File: config.mk
export PLATFORM = sky130hd
export DESIGN_NAME = toy_intc
export DESIGN_NICKNAME = d
export VERILOG_FILES = /design/src/rtl/toy_intc.sv
export SDC_FILE = /design/constraint.sdc
export NUM_CORES = 1
export LEC_CHECK = 0
export ABC_AREA = 1
export CELL_PAD_IN_SITES_DETAIL_PLACEMENT = 1
export CELL_PAD_IN_SITES_GLOBAL_PLACEMENT = 2
export CORE_MARGIN = 10
export CORE_UTILIZATION = 22
export DETAILED_ROUTE_END_ITERATION = 12
export GPL_TIMING_DRIVEN = 0
export PLACE_DENSITY_LB_ADDON = 0.2
export SYNTH_ARGS = -nofsm -noshare
export SYNTH_HDL_FRONTEND = slang
export SYNTH_SLANG_ARGS = --single-unit
File: constraint.sdc
create_clock -name clk -period 1 [get_ports clk]
set_input_delay 0.15 -clock clk [delete_from_list [all_inputs] [get_ports clk]]
set_output_delay 0.15 -clock clk [all_outputs]
set_load 0.02 [all_outputs]
File: src/rtl/toy_intc.sv
// Toy interrupt controller: masks sticky device interrupts, grants the lowest index to the CPU,
// pulses an ack back to the device and waits for EOI. Define TOY_INTC_EDGE_EN for edge capture.
module toy_intc #(
  parameter int unsigned N_SRC = 2,
  parameter int unsigned ID_W  = $clog2(N_SRC)
) (
  input  logic             clk,
  input  logic             rst,
  input  logic [N_SRC-1:0] dev_intr,
  output logic [N_SRC-1:0] dev_ack,
  input  logic             mask_we,
  input  logic [N_SRC-1:0] mask_wdata,
  output logic [N_SRC-1:0] mask,
  output logic             cpu_intr,
  output logic [ID_W-1:0]  cpu_id,
  input  logic             cpu_ack,
  input  logic             cpu_eoi,
  output logic             busy
);

  typedef enum logic [1:0] {
    IDLE    = 2'd0,
    REQ     = 2'd1,
    ACK     = 2'd2,
    SERVICE = 2'd3
  } state_t;

  state_t           state;
  logic [N_SRC-1:0] src;
  logic [N_SRC-1:0] elig;
  logic [ID_W-1:0]  win_id;
  logic [N_SRC-1:0] id_onehot;

  // Fixed priority: lowest set index wins.
  function automatic logic [ID_W-1:0] lowest_idx(input logic [N_SRC-1:0] v);
    lowest_idx = '0;
    for (int i = int'(N_SRC) - 1; i >= 0; i--) begin
      if (v[i]) lowest_idx = ID_W'(i);
    end
  endfunction

`ifdef TOY_INTC_EDGE_EN
  logic [N_SRC-1:0] prev;
  logic [N_SRC-1:0] pending;

  // Capture rising edges; a new edge in the ACK cycle outlives the clear.
  always_ff @(posedge clk or negedge rst) begin
    if (!rst) begin
      prev    <= '0;
      pending <= '0;
    end else begin
      prev    <= dev_intr;
      pending <= (pending & ~dev_ack) | (dev_intr & ~prev);
    end
  end

  assign src = pending;
`else
  assign src = dev_intr;
`endif

  assign elig      = src & ~mask;
  assign win_id    = lowest_idx(elig);
  assign id_onehot = N_SRC'(1) << cpu_id;

  always_ff @(posedge clk or negedge rst) begin
    if (!rst) begin
      mask <= '0;
    end else if (mask_we) begin
      mask <= mask_wdata;
    end
  end

  // Request/ack/service handshake; cpu_id stays frozen until the next arbitration.
  always_ff @(posedge clk or negedge rst) begin
    if (!rst) begin
      state    <= IDLE;
      cpu_intr <= 1'b0;
      cpu_id   <= '0;
      dev_ack  <= '0;
      busy     <= 1'b0;
    end else begin
      case (state)
        IDLE: begin
          if (elig != '0) begin
            state    <= REQ;
            cpu_id   <= win_id;
            cpu_intr <= 1'b1;
            busy     <= 1'b1;
          end
        end
        REQ: begin
          if (cpu_ack) begin
            state    <= ACK;
            cpu_intr <= 1'b0;
            dev_ack  <= id_onehot;
          end
        end
        ACK: begin
          state   <= SERVICE;
          dev_ack <= '0;
        end
        SERVICE: begin
          if (cpu_eoi) begin
            state <= IDLE;
            busy  <= 1'b0;
          end
        end
        default: begin
          state    <= IDLE;
          cpu_intr <= 1'b0;
          dev_ack  <= '0;
          busy     <= 1'b0;
        end
      endcase
    end
  end

endmodule

==> flow_summary.ini <==
[outcome]
status = finished, violations left
violations = setup timing

[clock_tree]
cts_max_level = 1
numCtsBuffers = 3
clk_latency_ns = 0.26
cts_sinks = 9
cts_max_path_buffers = 2
cts_root_buf = clkbuf_4
cts_tree = done
path_clk_slew_ns = 0.06

[route]
via_per_inst = 4.143
antenna_left = 0
vias = 464
firstDrtPassIters = 2
routed_wl_um = 1308
drt-wirelength-per-cell_um = 11.68
drc = 0
drt_iter0_drc = 3

[sta]
fin_crit_sh = 1.128
tightestPinTransition_ns = 0.4332
rsz0062_at_grt = true
setup_violations = 7
min_period_ns = 1.128
relSlewSlack = 0.7103
hold_violations = 0
setup_slack_ns = -0.1280
setup_tns_ns = -0.7058
clock_skew_ns = 0.002785
slew_violations = 0
max_clock_freq_mhz = 886.5

[floorplan]
initial_utilization = 0.2291
coreArea_um2 = 2212
die_width_um = 68.00
die_area_um2 = 4623
die_y_um = 68.00
pin_count = 16
num_rows = 17

[worst_setup_path]
crit_path_top_delay_cell = dfrtp_1
worstReg2RegStart = state[1]$_DFFE_PN0P_
path_class = reg -> reg
startpoint_type = flop
worst_ep_arrival_time_ns = 1.28
cpPeakStageDelay_ns = 0.41
endpoint_kind = flop
path_buf_inv = 2
crit_path_max_fanout = 4
crit_family = flip-flops
path_cells = inv_2, ha_4, inv_4, o21ai_2, nand2_2, nand2_1, o21ai_1
cp.required_ns = 1.15
startpoint = state[1]$_DFFE_PN0P_

[yosys]
synth_largest_area_cell = dfrtp_1
synth_nets = 74
yosys_warnings = 0
synth_area_leaders = dfrtp_1 44%, nand2_1 11%, ha_1 9.9%, inv_1 9.6%, o21ai_2 5.2%
yosysSeqAreaShare = 0.4444
synth_cell_types = 13
synth_cells = 61
ys_ff_latch = 9
syn_area_um2 = 506.7
avgSynthCellArea_um2 = 8.307
synth.top_cell.area_share = 0.4444

[hold_path]
hp-class = in -> async

[grt]
grt_pass1_vias = 526
antenna_found_initial = 0
grt_max_degree = 10
grt_pass1_wl_um = 2325
grt_overflow = 0
gr-usage-all-layers = 0.06475

[final_layout]
layout_commonest_cell = nand2_1
area_growth_pct = 52.59
fin_area_um2 = 773.2
antennaDiodeCount = 0
drive_gt1_frac = 0.3810
layout_common_cells = 14 x nand2_1, 10 x inv_1, 8 x dfrtp_1, 8 x clkdlybuf4s50_1, 7 x buf_2
fin_nets = 98
fin_util = 0.3495

[place]
port_buffers = 15
pre_cts_ws_ns = -0.2331
post-dp-hpwl_um = 1026
gp_congestion = 0.7657
placed_cell_area_um2 = 694.4

[pwr]
p_int_uw = 1296
seqPwrFrac = 0.276
power_frac_comb = 0.599
power_density_nw_per_um2 = 2965
vdd_drop_max_mv = 1.234
power.switching_uw = 997.0
p_clk_frac = 0.125
sw_frac_of_total = 0.4348
cellLeakagePower_uw = 0.0003855

[job]
maxCapViolations = 0
power by group through the flow:
stage          Sequential (uW)  Clock, uW  Combinational, uW
2_1_floorplan              757          0                628
3_3_place_gp               629          0               1170
3_5_place_dp               634          0               1170
4_1_cts                    639        300               1300
5_1_grt                    657        327               1570
6_report                   632        286               1370
worst register-to-register path: cells and delay by family (launching register included):
family / cells / cell delay, ns
AOI/OAI and AO/OA: 2 / 0.16
adders and majority gates: 1 / 0.18
buffers and inverters: 2 / 0.17
DFF: 1 / 0.41
and+or+nand+nor: 2 / 0.11
area by class of cell:
type | count | area [um2]
well taps | 28 | 35.03
repair buffers | 19 | 145.1
fillers | 272 | 1439
clock buffers | 4 | 26.28
inverters | 14 | 55.05
multi-input cells | 38 | 285.3
flip-flops and latches | 9 | 226.5
state kept, by name, indices dropped and copies added, names as in the netlist:
name      flops
dev_ack       2
mask          2
state         2
busy          1
cpu_id        1
cpu_intr      1
routing by layer:
| metal | vias to the layer above | global-route usage | wire length (um) |
|---|---|---|---|
| li1 | 238 | - | - |
| met1 | 211 | 0.07491 | 587 |
| met2 | 13 | 0.09767 | 593 |
| met3 | 2 | 0.03752 | 117 |
| met4 | 0 | 0.02261 | 10 |
| met5 | - | 0 | 0 |
repair_timing:
item | CTS | global route
resized for setup | 37 | 7
hold buffers | 0 | 0
setup buffers | 2 | 2
endpoints found under the setup margin | 14 | 9
pin swaps | 2 | 3
per-stage QoR:
step / std cells / hold WS (ns) / total power, uW
after CTS: 110 / 0.2136 / 2237
after global placement: 104 / 0.4776 / 1798
after global routing: 112 / 0.2075 / 2549
after detailed placement: 104 / 0.4898 / 1801
final: 112 / 0.1909 / 2293
after floorplan: 61 / -0.1456 / 1385
final timing paths:
kind | cells past startpoint | endpoint | slack, ns
max in group asynchronous | 1 | state[0]$_DFFE_PN0P_ | 0.48
worst min-delay path | 1 | cpu_id$_DFFE_PN0P_ | 0.19
min in group clk | 3 | mask[1]$_DFFE_PN0P_ | 0.46
worst min register to register | 2 | dev_ack[1]$_DFFE_PN0P_ | 0.53
worst max-delay path | 7 | busy$_DFFE_PN0P_ | -0.13
worst max register to register | 7 | busy$_DFFE_PN0P_ | -0.13
cells in the mapped netlist, drive strengths merged:
master,n
nand2,17
inv,14
dfrtp,9
o21ai,8
ha,4
nand3,4
nand4,4
o21a,1
cells by family after synthesis:
group	Yosys count	share of synthesized area
compound gates	9	0.1185
fa+ha+maj	4	0.09877
buf+inv	14	0.1037
flops	9	0.4445
simple gates	25	0.2345
(Power assumes the default switching activity.)
